$ cat src/rtl/seg_scan_ctrl.sv
// Time-multiplexed scan controller for an N-digit common-anode seven-segment display.
// Double-buffered value/dp registers commit only at the frame boundary, so a frame never tears.
module seg_scan_ctrl #(
  parameter int N_DIGITS    = 8,
  parameter int REFRESH_DIV = 100000,
  parameter int GAP_CYCLES  = 4
) (
  input  logic                    clk,
  input  logic                    rst_n,
  input  logic                    enable,
  input  logic                    load,
  input  logic [4*N_DIGITS-1:0]   value_in,
  input  logic [N_DIGITS-1:0]     dp_in,
  input  logic                    blank_lz,
  output logic [3:0]              bcd_out,
  output logic [N_DIGITS-1:0]     anode_n,
  output logic                    dp_n,
  output logic                    frame_done,
  output logic                    pending
);

  localparam int IDX_W   = $clog2(N_DIGITS);
  localparam int MAX_CNT = (REFRESH_DIV > GAP_CYCLES) ? REFRESH_DIV : GAP_CYCLES;
  localparam int TICK_W  = $clog2(MAX_CNT);

  localparam logic [TICK_W-1:0]   GAP_LAST = TICK_W'(GAP_CYCLES - 1);
  localparam logic [TICK_W-1:0]   ON_LAST  = TICK_W'(REFRESH_DIV - 1);
  localparam logic [IDX_W-1:0]    IDX_LAST = IDX_W'(N_DIGITS - 1);
  localparam logic [N_DIGITS-1:0] ALL_DARK = {N_DIGITS{1'b1}};
  localparam logic [N_DIGITS-1:0] ONE_HOT0 = {{(N_DIGITS-1){1'b0}}, 1'b1};

  typedef enum logic [1:0] {
    ST_OFF = 2'd0,
    ST_GAP = 2'd1,
    ST_ON  = 2'd2
  } state_t;

  state_t                  state;
  state_t                  next_state;
  logic [IDX_W-1:0]        digit_idx;
  logic [IDX_W-1:0]        next_idx;
  logic [TICK_W-1:0]       tick_cnt;
  logic [TICK_W-1:0]       next_tick;
  logic                    commit;

  logic [4*N_DIGITS-1:0]   shadow_value;
  logic [N_DIGITS-1:0]     shadow_dp;
  logic [4*N_DIGITS-1:0]   active_value;
  logic [N_DIGITS-1:0]     active_dp;
  logic [4*N_DIGITS-1:0]   next_shadow_value;
  logic [N_DIGITS-1:0]     next_shadow_dp;
  logic [4*N_DIGITS-1:0]   next_active_value;
  logic [N_DIGITS-1:0]     next_active_dp;
  logic                    next_pending;

  logic [N_DIGITS-1:0]     blank_mask;
  logic [3:0]              next_bcd;
  logic [N_DIGITS-1:0]     next_anode_n;
  logic                    next_dp_n;
  logic                    next_frame_done;

  // Digit i>0 is a leading zero when it and every more-significant nibble are zero.
  function automatic logic [N_DIGITS-1:0] lz_mask(input logic [4*N_DIGITS-1:0] v);
    logic [N_DIGITS-1:0] mask;
    logic                zero_above;
    mask       = {N_DIGITS{1'b0}};
    zero_above = 1'b1;
    for (int i = N_DIGITS - 1; i >= 1; i--) begin
      zero_above = zero_above && (v[4*i +: 4] == 4'h0);
      mask[i]    = zero_above;
    end
    return mask;
  endfunction

  // Scan state, digit index and slot tick counter.
  always_ff @(posedge clk or negedge rst_n) begin
    if (!rst_n) begin
      state     <= ST_OFF;
      digit_idx <= {IDX_W{1'b0}};
      tick_cnt  <= {TICK_W{1'b0}};
    end else begin
      state     <= next_state;
      digit_idx <= next_idx;
      tick_cnt  <= next_tick;
    end
  end

  // Next-state logic; commit marks entry into digit 0's GAP, the frame boundary.
  always_comb begin
    next_state = state;
    next_idx   = digit_idx;
    next_tick  = tick_cnt;
    commit     = 1'b0;
    if (!enable) begin
      next_state = ST_OFF;
      next_idx   = {IDX_W{1'b0}};
      next_tick  = {TICK_W{1'b0}};
    end else begin
      case (state)
        ST_OFF: begin
          next_state = ST_GAP;
          next_idx   = {IDX_W{1'b0}};
          next_tick  = {TICK_W{1'b0}};
          commit     = 1'b1;
        end
        ST_GAP: begin
          if (tick_cnt == GAP_LAST) begin
            next_state = ST_ON;
            next_tick  = {TICK_W{1'b0}};
          end else begin
            next_tick = tick_cnt + 1'b1;
          end
        end
        ST_ON: begin
          if (tick_cnt == ON_LAST) begin
            next_state = ST_GAP;
            next_tick  = {TICK_W{1'b0}};
            if (digit_idx == IDX_LAST) begin
              next_idx = {IDX_W{1'b0}};
              commit   = 1'b1;
            end else begin
              next_idx = digit_idx + 1'b1;
            end
          end else begin
            next_tick = tick_cnt + 1'b1;
          end
        end
        default: begin
          next_state = ST_OFF;
          next_idx   = {IDX_W{1'b0}};
          next_tick  = {TICK_W{1'b0}};
        end
      endcase
    end
  end

  // Shadow/active register update; a load coinciding with commit bypasses the shadow.
  always_comb begin
    next_shadow_value = shadow_value;
    next_shadow_dp    = shadow_dp;
    next_active_value = active_value;
    next_active_dp    = active_dp;
    next_pending      = pending;
    if (load) begin
      next_shadow_value = value_in;
      next_shadow_dp    = dp_in;
    end else begin
      next_shadow_value = shadow_value;
      next_shadow_dp    = shadow_dp;
    end
    if (commit) begin
      next_active_value = load ? value_in : shadow_value;
      next_active_dp    = load ? dp_in : shadow_dp;
      next_pending      = 1'b0;
    end else if (load) begin
      next_pending = 1'b1;
    end else begin
      next_pending = pending;
    end
  end

  // Output decode from the upcoming state so every output is registered yet cycle-aligned.
  always_comb begin
    next_bcd        = bcd_out;
    next_anode_n    = ALL_DARK;
    next_dp_n       = 1'b1;
    next_frame_done = 1'b0;
    if (blank_lz) begin
      blank_mask = lz_mask(next_active_value);
    end else begin
      blank_mask = {N_DIGITS{1'b0}};
    end
    case (next_state)
      ST_OFF: begin
        next_bcd = bcd_out;
      end
      ST_GAP: begin
        next_bcd = next_active_value[{next_idx, 2'b00} +: 4];
      end
      ST_ON: begin
        if (blank_mask[next_idx]) begin
          next_anode_n = ALL_DARK;
        end else begin
          next_anode_n = ~(ONE_HOT0 << next_idx);
        end
        next_dp_n       = ~next_active_dp[next_idx];
        next_frame_done = (next_tick == ON_LAST) && (next_idx == IDX_LAST);
      end
      default: begin
        next_bcd = bcd_out;
      end
    endcase
  end

  // Register banks and display outputs.
  always_ff @(posedge clk or negedge rst_n) begin
    if (!rst_n) begin
      shadow_value <= {(4*N_DIGITS){1'b0}};
      shadow_dp    <= {N_DIGITS{1'b0}};
      active_value <= {(4*N_DIGITS){1'b0}};
      active_dp    <= {N_DIGITS{1'b0}};
      pending      <= 1'b0;
      bcd_out      <= 4'h0;
      anode_n      <= ALL_DARK;
      dp_n         <= 1'b1;
      frame_done   <= 1'b0;
    end else begin
      shadow_value <= next_shadow_value;
      shadow_dp    <= next_shadow_dp;
      active_value <= next_active_value;
      active_dp    <= next_active_dp;
      pending      <= next_pending;
      bcd_out      <= next_bcd;
      anode_n      <= next_anode_n;
      dp_n         <= next_dp_n;
      frame_done   <= next_frame_done;
    end
  end

endmodule
$ cat config.mk
export PLATFORM = sky130hd
export DESIGN_NAME = seg_scan_ctrl
export DESIGN_NICKNAME = d
export VERILOG_FILES = /design/src/rtl/seg_scan_ctrl.sv
export SDC_FILE = /design/constraint.sdc
export NUM_CORES = 1
export LEC_CHECK = 0
export BUFFER_PORTS_ARGS = -buffer_cell sky130_fd_sc_hd__buf_2
export CELL_PAD_IN_SITES_DETAIL_PLACEMENT = 1
export CELL_PAD_IN_SITES_GLOBAL_PLACEMENT = 2
export CORE_MARGIN = 3
export CORE_UTILIZATION = 43
export CTS_BUF_LIST = sky130_fd_sc_hd__clkbuf_16
export DETAILED_ROUTE_END_ITERATION = 12
export GPL_TIMING_DRIVEN = 0
export PLACE_DENSITY = 0.88
export SLEW_MARGIN = 0
export SYNTH_ARGS = -nofsm -noshare
export SYNTH_HDL_FRONTEND = slang
export SYNTH_SLANG_ARGS = --single-unit
export TNS_END_PERCENT = 20
$ cat constraint.sdc
create_clock -name clk -period 5.3 [get_ports clk]
set_input_delay 0.53 -clock clk [delete_from_list [all_inputs] [get_ports clk]]
set_output_delay 0.53 -clock clk [all_outputs]
set_load 0.01 [all_outputs]
# [Word-level counts from Yosys, hierarchy flattened]
# Index checks and enable logic that the tools add are counted.
[word_totals] reg_bits=117 output_inout_bits=15 input_bits=45
[op_classes] bitwise=2 n_shift=2 reduce_logical=16 order_cmp=1 mux=31 n_eq_ne=9 n_addsub=2
[ops] operator="$mux W32" n=2
[ops] operator="$mux W17" n=3
[ops] operator="$mux W8" n=5
[ops] operator="$eq A17 B17 Y1 const B" n=2
[ops] operator="$pmux W17 S2" n=1
[ops] operator="$shiftx A32 B6 Y4" n=1
[ops] operator="$logic_not A4 Y1" n=7
[ops] operator="$add A17 B1 Y17 const B" n=1
[ops] operator="$eq A17 B2 Y1 const B" n=1
[ops] operator="$mux W1" n=9
[ops] operator="$mux W3" n=3
[ops] operator="$not A8 Y8" n=1
[ops] operator="$shl A1 B3 Y8 const A" n=1
[ops] operator="$logic_and A1 B1 Y1" n=7
[ops] operator="$bmux W1 S3" n=2
[ops] operator="$eq A3 B3 Y1 const B" n=2
[ops] operator="$mux W2" n=3
[ops] operator="$pmux W2 S3" n=1
[ops] operator="$pmux W3 S2" n=1
[ops] operator="$eq A2 B1 Y1 const B" n=2
[ops] operator="$eq A2 B2 Y1 const B" n=2
[ops] operator="$lt A3 B4 Y1 const B" n=1
[ops] operator="$add A3 B1 Y3 const B" n=1
[ops] operator="$logic_not A2 Y1" n=1
[ops] operator="other kinds (3)" n=3

# [Logic depth before layout (Yosys ltp)]
# Gate-level depths: netlist (run 1).
[depth] ltp_word=18 mapped_depth=11 mapped_depth_nobuf=10

# [Worst setup path before layout (run 1)]
# Ideal clock, no wire load.
[synth_timing] path_kind="register to register" startpoint="reg tick_cnt[5]" endpoint="reg dp_n" path_stages_with_launch=9 path_buffers=2 arrival_ps=2883 setup_slack_ps=2335 period_less_slack_ps=2965 t_required_ps=5218 cell_sequence="dfrtp_1 or3_4 or4_1 buf_2 o31ai_4 buf_6 mux2_2 mux4_2 a22oi_1"
[synth_via] elab_chain_cells=9 word_cells_on_any_way=18 classes_between="3 x eq/ne; 14 x mux; 1 x bitwise"
[synth_lines] item="start: declaration" line_no="42" rtl="logic [TICK_W-1:0] tick_cnt;"
[synth_lines] item="start signal: assignment" line_no="80" rtl="tick_cnt <= {TICK_W{1'b0}};"
[synth_lines] item="start signal: assignment" line_no="84" rtl="tick_cnt <= next_tick;"
[synth_lines] item="$eq A17 B17 Y1" line_no="115" rtl="if (tick_cnt == ON_LAST) begin"
[synth_lines] item="$mux W1" line_no="115"
[synth_lines] item="$pmux W1 S2" line_no="99" rtl="case (state)"
[synth_lines] item="$mux W1" line_no="94" rtl="if (!enable) begin"
[synth_lines] item="$mux W8" line_no="151" rtl="if (commit) begin"
[synth_lines] item="net next_active_dp[3]" line_no="53" rtl="logic [N_DIGITS-1:0] next_active_dp;"
[synth_lines] item="$bmux W1 S3" line_no="186" rtl="next_dp_n = ~next_active_dp[next_idx];"
[synth_lines] item="$mux W1 (not written as such)" line_no="186"
[synth_lines] item="$not A1 Y1" line_no="186"
[synth_lines] item="$mux W1" line_no="173" rtl="case (next_state)"
[synth_lines] item="net next_dp_n" line_no="59" rtl="logic next_dp_n;"
[synth_lines] item="end signal: assignment" line_no="215" rtl="dp_n <= next_dp_n;"
[synth_lines] item="end: declaration" line_no="17" rtl="output logic dp_n,"
# The timed path passes the listed nets, and every way through them passes these cells. The select of a mux whose other input is x is not followed.
# A chain may end at the register's enable or synchronous reset.

# [Worst setup path in the final report (run 1)]
[layout_timing] startpoint="reg tick_cnt[0]" endpoint="reg anode_n[4]"
[layout_via] elab_chain_cells=17 word_cells_on_any_way=34 classes_between="3 x eq/ne; 1 x shift; 16 x mux; 1 x bitwise; 13 x reduce/logical"
[layout_lines] item="$eq A17 B17 Y1" line_no="115"
[layout_lines] item="$mux W1" line_no="115"
[layout_lines] item="$pmux W1 S2" line_no="99"
[layout_lines] item="$mux W1" line_no="94"
[layout_lines] item="$mux W32" line_no="151"
[layout_lines] item="$logic_not A4 Y1" line_no="69" rtl="zero_above = zero_above && (v[4*i +: 4] == 4'h0);"
[layout_lines] item="$logic_and A1 B1 Y1 (6 in series)" line_no="69"
[layout_lines] item="$mux W8" line_no="168" rtl="if (blank_lz) begin"
[layout_lines] item="$bmux W1 S3" line_no="181" rtl="if (blank_mask[next_idx]) begin"
[layout_lines] item="$mux W1 (not written as such)" line_no="181"
[layout_lines] item="$mux W8" line_no="181"
[layout_lines] item="$mux W8 (*)" line_no="173"
[layout_lines] item="net next_anode_n[4]" line_no="58" rtl="logic [N_DIGITS-1:0] next_anode_n;"
[layout_lines] item="end signal: assignment" line_no="214" rtl="anode_n <= next_anode_n;"
[layout_lines] item="end: declaration" line_no="16" rtl="output logic [N_DIGITS-1:0] anode_n,"
# Mark *: on every way through the listed nets, which the timed path passes. The rest lies on a longest branch. The select of a mux whose other input is x is not followed.

==> impl_metrics.py, run 1 <==
metrics = {
    "final_layout": {
        "syn_to_final_growth_pct": 21.1,
        "instances_no_fill": 720,
        "drive_above_1_share_pct": 31.0,
        "final_area_um2": 6690,
        "antennaDiodeCount": 0,
        "post-route-util_pct": 54.6,
        "nets": 591,
    },
    "critical_path": {
        "path_class": "reg2reg",
        "start_kind": "flip-flop",
        "cp.required_ns": 5.62,
        "r2r_cells": 10,
        "crit_buf_inv": 2,
        "slowest_delay_ns": 0.60,
        "end_kind": "flip-flop",
        "critPathArrivalTime_ns": 4.02,
        "path_common_cell": "buf_4",
        "crit_fanout": 10,
        "worst_path_max_delay_cell": "o31ai_4",
        "path_delay_family": "compound AO/OA/AOI/OAI gates",
        "crit_chain": "ha_1 -> and4_1 -> nand4_1 -> o31ai_4 -> buf_4 -> buf_4 -> mux2i_1 -> o41ai_1 -> a41oi_1 -> nand2_1",
        "cp.depth": 10,
    },
    "timing": {
        "finalWorstSetupSlack_ns": 1.60,
        "rsz0062_at_grt": "no",
        "relSlewSlack_pct": 38.2,
        "fin_crit_ns": 3.70,
        "setup_viol": 0,
        "skew_ns": 0.00755,
        "tns_ns": 0,
        "hold_violations": 0,
        "worstMarginPinSlew_ns": 0.918,
        "maxSlewViolCount": 0,
        "holdWs_ns": 0.364,
        "max_clock_freq_mhz": 270,
        "period_share_pct": 69.8,
    },
    "placed_design": {
        "port-buffer-count": 58,
        "dp_hpwl_mm": 10.6,
        "gp_congestion": 0.879,
        "dp_cells": 687,
        "place_ws_ns": 1.57,
        "place_area_um2": 6060,
    },
    "yosys": {
        "syn_nets": 512,
        "synth_flop_cell": "dfrtp_1",
        "synth.distinct_cells": 67,
        "ys.warnings.count": 0,
        "yosysSeqAreaShare_pct": 53.2,
        "ys_seq_elements": 117,
        "synth_top_cell_by_area": "dfrtp_1",
        "synthCells": 460,
        "synthesis.area_um2": 5530,
        "avgSynthCellArea_um2": 12.0,
        "netlist_top_cells_area": "dfrtp_1 49%, mux2_2 12%, dfstp_2 4.3%",
        "synth_edf_count": 0,
        "async_flop_share_pct": 100,
        "synth_top_area_share_pct": 48.9,
    },
    "routing": {
        "firstDrtPassIters": 5,
        "vias": 4097,
        "routed_wl_mm": 15.0,
        "vias_per_cell": 5.69,
        "drc": 0,
        "wire_per_inst_um": 20.8,
        "drt_iter0_drc": 204,
        "detail-route-antenna-nets": 0,
    },
    "cts": {
        "cts_tree": "done",
        "cts-root-buf": "clkbuf_16",
        "ctsResizeCount": 0,
        "clock_path_buffers": 2,
        "clkSinkCount": 117,
        "cts_made_buffers": 17,
        "insertion_delay_ns": 0.42,
        "path_clk_slew_ns": 0.05,
        "htreeDepth": 4,
    },
    "global_route": {
        "grt_max_degree": 91,
        "grt_pass1_vias": 4394,
        "grt_pass1_wl_mm": 24.1,
        "grt_overflow": 0,
        "antenna_found_initial": 0,
        "grt_use_total_pct": 22.1,
    },
    "power": {
        "ir_drop_mv": 0.151,
        "p_seq_share_pct": 40.8,
        "cellInternalPower_mw": 1.94,
        "leakagePower_nw": 2.83,
        "fin_total_pwr_mw": 2.54,
        "sw_frac_of_total_pct": 23.6,
        "p_sw_uw": 601,
        "combPwrFrac_pct": 11.4,
        "clock_power_share_pct": 47.8,
        "p_per_area_nw_per_um2": 380,
    },
    "run_status": {
        "status": "complete, no violations",
    },
    "floorplanning": {
        "die_y_um": 119,
        "start_util_pct": 45.1,
        "die_w_um": 119,
        "row_count": 40,
        "die-area_um2": 14200,
        "coreArea_um2": 12300,
        "io_pins": 60,
    },
    "hold_path": {
        "holdCritPathClass": "in2reg",
        "hold_depth": 2,
    },
    "flow_run": {
        "max-cap-violations": 0,
    },
}
[routing by layer]
| layer | wire length, um | up-vias | track usage, % | share of wire, % |
|---|---|---|---|---|
| met1 | 6570 | 2090 | 28.3 | 44 |
| met3 | 717 | 32 | 5.22 | 4.8 |
| met4 | 361 | 0 | 8.80 | 2.4 |
| li1 | - | 1848 | - | - |
| met5 | 0 | - | 0 | 0 |
| met2 | 7340 | 127 | 36.3 | 49 |
[power groups by stage]
stage	logic [mW]	clock network, mW	registers [mW]
after floorplan	0.175	0	1.04
after global placement	0.269	0	1.04
after detailed placement	0.282	0	1.05
after CTS	0.291	1.24	1.04
after global routing	0.316	1.28	1.05
final	0.289	1.22	1.04
[flip-flops by register name (all words and copies together) (netlist names)]
signal / cells
active_value: 32
digit_idx: 3
shadow_dp: 8
state: 2
pending: 1
shadow_value: 32
tick_cnt: 17
frame_done: 1
active_dp: 8
dp_n: 1
bcd_out: 4
anode_n: 8
[worst reg2reg max path, stage by stage (launching register included)]
cell and delay [ns]:
dfrtp_1 0.39, ha_1 0.24, and4_1 0.32, nand4_1 0.38, o31ai_4 0.60, buf_4 0.31
buf_4 0.25, mux2i_1 0.34, o41ai_1 0.16, a41oi_1 0.47, nand2_1 0.14
[layout by cell type (no fill, tap or decap), types with 9 or more instances in the layout]
master,netlist,routed
buf_2,3,60
clkbuf_1,13,13
clkbuf_16,0,17
dfrtp_1,108,108
dfstp_2,9,9
inv_1,12,15
mux2_1,16,16
mux2_2,58,58
mux2i_1,13,13
nand2_1,25,25
nand3_1,12,12
nor2_1,31,31
nor4_1,11,11
xor2_1,10,10
[timing repair]
item | in CTS | in global routing
hold buffers | 1 | 0
endpoints found under the hold margin | 22 | 0
setup buffers | 0 | 0
setup endpoints to repair | 0 | 0
[worst paths after layout]
check                      slack [ns]                    endpoint                    from
max                              1.60        anode_n[4]$_DFF_PN1_   tick_cnt[0]$_DFF_PN0_
min                              0.36      shadow_dp[6]$_DFF_PN0_                dp_in[6]
max reg2reg                      1.60        anode_n[4]$_DFF_PN1_   tick_cnt[0]$_DFF_PN0_
min reg2reg                      0.50      shadow_dp[4]$_DFF_PN0_  shadow_dp[4]$_DFF_PN0_
max in group asynchronous        4.02              dp_n$_DFF_PN1_                   rst_n
min in group asynchronous        0.54  shadow_value[18]$_DFF_PN0_                   rst_n
[area by class of cell]
class                      count  area, um2
fill                        1325       5570
sequential                   117       2940
multi-input combinational    305       2410
clock buffer                  17        425
timing repair buffer          60        334
tap                          168        210
clock inverter                15        195
buffer                        24        124
inverter                      14       55.1
[kinds of logic after synthesis]
group,synth area share [%]
simple gates,12.0
flops,53.2
mux,18.1
compound gates,9.33
buf+inv,3.24
xor+xnor,2.54
fa+ha+maj,1.58
[Yosys cell counts (8+ instances only)]
| library cell | instances |
|---|---|
| dfrtp_1 | 108 |
| mux2_2 | 58 |
| nor2_1 | 31 |
| nand2_1 | 25 |
| mux2_1 | 16 |
| clkbuf_1 | 13 |
| mux2i_1 | 13 |
| inv_1 | 12 |
| nand3_1 | 12 |
| nor4_1 | 11 |
| xor2_1 | 10 |
| dfstp_2 | 9 |
| o21ai_0 | 8 |
Power figures use the tool's default switching activity.
==> inputs of run 2 (changes only) <==
- ABC_AREA: unset -> 1
- CORE_UTILIZATION: 43 -> 31
- PLACE_DENSITY: 0.88 -> 0.78
- clock period: 5.3 -> 3.2 ns (I/O delays scaled with it)
==> impl_metrics.py, run 2 <==
metrics = {
    "cts": {
        "cts_made_buffers": 17,
        "ctsResizeCount": 0,
        "clock_path_buffers": 2,
        "clkSinkCount": 117,
        "cts_tree": "done",
        "insertion_delay_ns": 0.43,
        "cts-root-buf": "clkbuf_16",
        "htreeDepth": 4,
        "path_clk_slew_ns": 0.06,
    },
    "yosys": {
        "yosysMostFrequentCell": "nand2_1",
        "synth.distinct_cells": 36,
        "synth_edf_count": 0,
        "ys.warnings.count": 0,
        "async_flop_share_pct": 100,
        "avgSynthCellArea_um2": 7.89,
        "synthTopCellsByCount": "237 x nand2_1, 108 x dfrtp_1, 101 x inv_1",
        "synth_top_cell_by_area": "dfrtp_1",
        "yosysSeqAreaShare_pct": 50.9,
        "synthesis.area_um2": 5780,
        "synth_flop_cell": "dfrtp_1",
        "synthCells": 732,
        "netlist_top_cells_area": "dfrtp_1 47%, nand2_1 15%, inv_1 6.6%",
        "ys_seq_elements": 117,
        "synth_top_area_share_pct": 46.8,
        "syn_nets": 784,
    },
    "floorplanning": {
        "die_y_um": 143,
        "row_count": 49,
        "die-area_um2": 20300,
        "start_util_pct": 31.8,
        "io_pins": 60,
        "die_w_um": 143,
        "coreArea_um2": 18100,
    },
    "timing": {
        "rsz0062_at_grt": "no",
        "max_clock_freq_mhz": 369,
        "fin_crit_ns": 2.71,
        "period_share_pct": 84.7,
        "relSlewSlack_pct": 59.0,
        "tns_ns": 0,
        "hold_violations": 0,
        "maxSlewViolCount": 0,
        "skew_ns": 0.00688,
        "setup_viol": 0,
        "worstMarginPinSlew_ns": 0.614,
    },
    "final_layout": {
        "antennaDiodeCount": 0,
        "seqCellArea_um2": 2940,
        "multi_input_area_um2": 2280,
        "mostFrequentLayoutCells": "237 x nand2_1, 108 x dfrtp_1, 105 x inv_1",
        "syn_to_final_growth_pct": 21.5,
        "final_common_cell": "nand2_1",
        "drive_above_1_share_pct": 18.9,
        "nFillCells": 2214,
        "post-route-util_pct": 38.7,
        "largestRegisters": "active_value: 32 flops, shadow_value: 32 flops, tick_cnt: 17 flops",
        "instances_no_fill": 1053,
        "nets": 863,
    },
    "placed_design": {
        "dp_hpwl_mm": 12.4,
        "dp_cells": 1020,
        "gp_congestion": 0.890,
        "port-buffer-count": 58,
    },
    "critical_path": {
        "path_common_cell": "nand2_1",
        "path_class": "reg2reg",
        "crit_fanout": 10,
        "crit_buf_inv": 2,
        "slowest_delay_ns": 0.41,
        "worst_path_max_delay_cell": "dfrtp_1",
        "crit_chain": "ha_1 -> nand2_2 -> clkinv_2 -> nand2_4 -> nor2_1 -> nand2_1 -> nand2_1 -> nand2_1 -> nand2_1 -> a21oi_4 -> inv_2 -> nor2_1 -> a21oi_1 -> nor2_2 -> nand2_2 -> nand3_1",
        "critPathArrivalTime_ns": 3.06,
        "end_kind": "flip-flop",
        "start_kind": "flip-flop",
        "cp.required_ns": 3.55,
        "path_delay_family": "simple AND/OR/NAND/NOR gates",
    },
    "routing": {
        "drc": 0,
        "detail-route-antenna-nets": 0,
        "vias_per_cell": 4.57,
        "drt_iter0_drc": 134,
        "wire_per_inst_um": 15.5,
        "firstDrtPassIters": 4,
        "routed_wl_mm": 16.3,
        "vias": 4813,
    },
    "global_route": {
        "grt_max_degree": 61,
        "grt_util_met1_pct": 21.7,
        "grt_use_total_pct": 17.1,
        "met2_usage_pct": 28.5,
        "use_met3_pct": 3.97,
        "grt_pass1_wl_mm": 26.9,
        "antenna_found_initial": 0,
        "grt_overflow": 0,
        "grt_pass1_vias": 5287,
        "grt_busiest_layer": "met2",
    },
    "hold_path": {
        "holdCritPathClass": "in2reg",
    },
    "power": {
        "p_per_area_nw_per_um2": 595,
        "ir_drop_mv": 0.328,
        "leakagePower_nw": 3.64,
        "fin_total_pwr_mw": 4.18,
    },
    "flow_run": {
        "max-cap-violations": 0,
    },
    "run_status": {
        "status": "complete, no violations",
    },
}
run 2: cell count changes in the layout (fill, tap and decap cells not counted), sizes merged, moves of 12 or more:
| cell | before | now |
|---|---|---|
| mux2 | 75 | 0 |
| or2 | 1 | 21 |
| nor4 | 12 | 0 |
| nand2 | 25 | 251 |
| mux2i | 13 | 0 |
| nor2 | 32 | 69 |
| inv | 17 | 111 |
| o21ai | 10 | 47 |
| nand3 | 12 | 60 |
run 2: worst paths after layout:
check / startpoint / to / slack (ns) / depth (start not counted)
hold / removal: value_in[30] / shadow_value[30]$_DFF_PN0_ / 0.13 / 3
hold reg to reg: shadow_dp[0]$_DFF_PN0_ / shadow_dp[0]$_DFF_PN0_ / 0.47 / 2
min in group asynchronous: rst_n / pending$_DFFE_PN0P_ / 0.44 / 2
max in group asynchronous: rst_n / anode_n[0]$_DFF_PN1_ / 2.04 / 3
setup / recovery: tick_cnt[0]$_DFF_PN0_ / anode_n[2]$_DFF_PN1_ / 0.49 / 16
setup reg to reg: tick_cnt[0]$_DFF_PN0_ / anode_n[2]$_DFF_PN1_ / 0.49 / 16
run 2: area by class of cell:
| cell class | instances | area share, % |
|---|---|---|
| Sequential cell | 117 | 41.9 |
| Timing Repair Buffer | 60 | 4.76 |
| Clock buffer | 17 | 6.06 |
| Tap cell | 229 | 4.08 |
| Clock inverter | 15 | 2.80 |
| Inverter | 110 | 5.90 |
| Multi-Input combinational cell | 484 | 32.5 |
| Buffer | 21 | 2.07 |
run 2: worst register-to-register path, cell delays in order, from the launching register on:
cell	delay, ns
dfrtp_1	0.41
ha_1	0.26
nand2_2	0.10
clkinv_2	0.09
nand2_4	0.10
nor2_1	0.05
nand2_1	0.09
nand2_1	0.07
nand2_1	0.13
nand2_1	0.11
a21oi_4	0.32
inv_2	0.15
nor2_1	0.25
a21oi_1	0.09
nor2_2	0.22
nand2_2	0.10
nand3_1	0.12
run 2: repair_timing:
action	CTS	global route
setup buffers	0	0
endpoints found under the hold margin	53	0
hold buffers	1	0
run 2: cells by family (layout without fill, tap and decap cells):
kind of cell,Yosys count,after routing,synth area share [%]
AOI/OAI and AO/OA,62,62,6.11
DFF,117,117,50.9
and+or+nand+nor,410,410,31.1
buffers and inverters,131,223,9.68
xor gates and xnor gates,5,5,0.758
adders and majority gates,7,7,1.52
run 2: metrics by stage:
stage,setup slack [ns],hold WS [ns],cell area [um2]
2_1_floorplan,1.15,0.0244,5780
3_3_place_gp,0.338,0.455,6350
3_5_place_dp,0.465,0.336,6390
4_1_cts,0.457,0.112,7020
5_1_grt,0.240,0.121,7020
6_report,0.489,0.126,7020
run 2: layer usage:
| metal | vias up | part of all wire (%) |
|---|---|---|
| li1 | 2396 | - |
| met1 | 2332 | 46 |
| met3 | 22 | 2.5 |
| met2 | 63 | 50 |
| met5 | - | 0 |
| met4 | 0 | 1.7 |
run 2: power breakdown:
part / switching, mW / internal (mW)
sequential: 0.0434 / 1.62
combinational: 0.325 / 0.159
clock: 0.676 / 1.36
total: 1.04 / 3.13
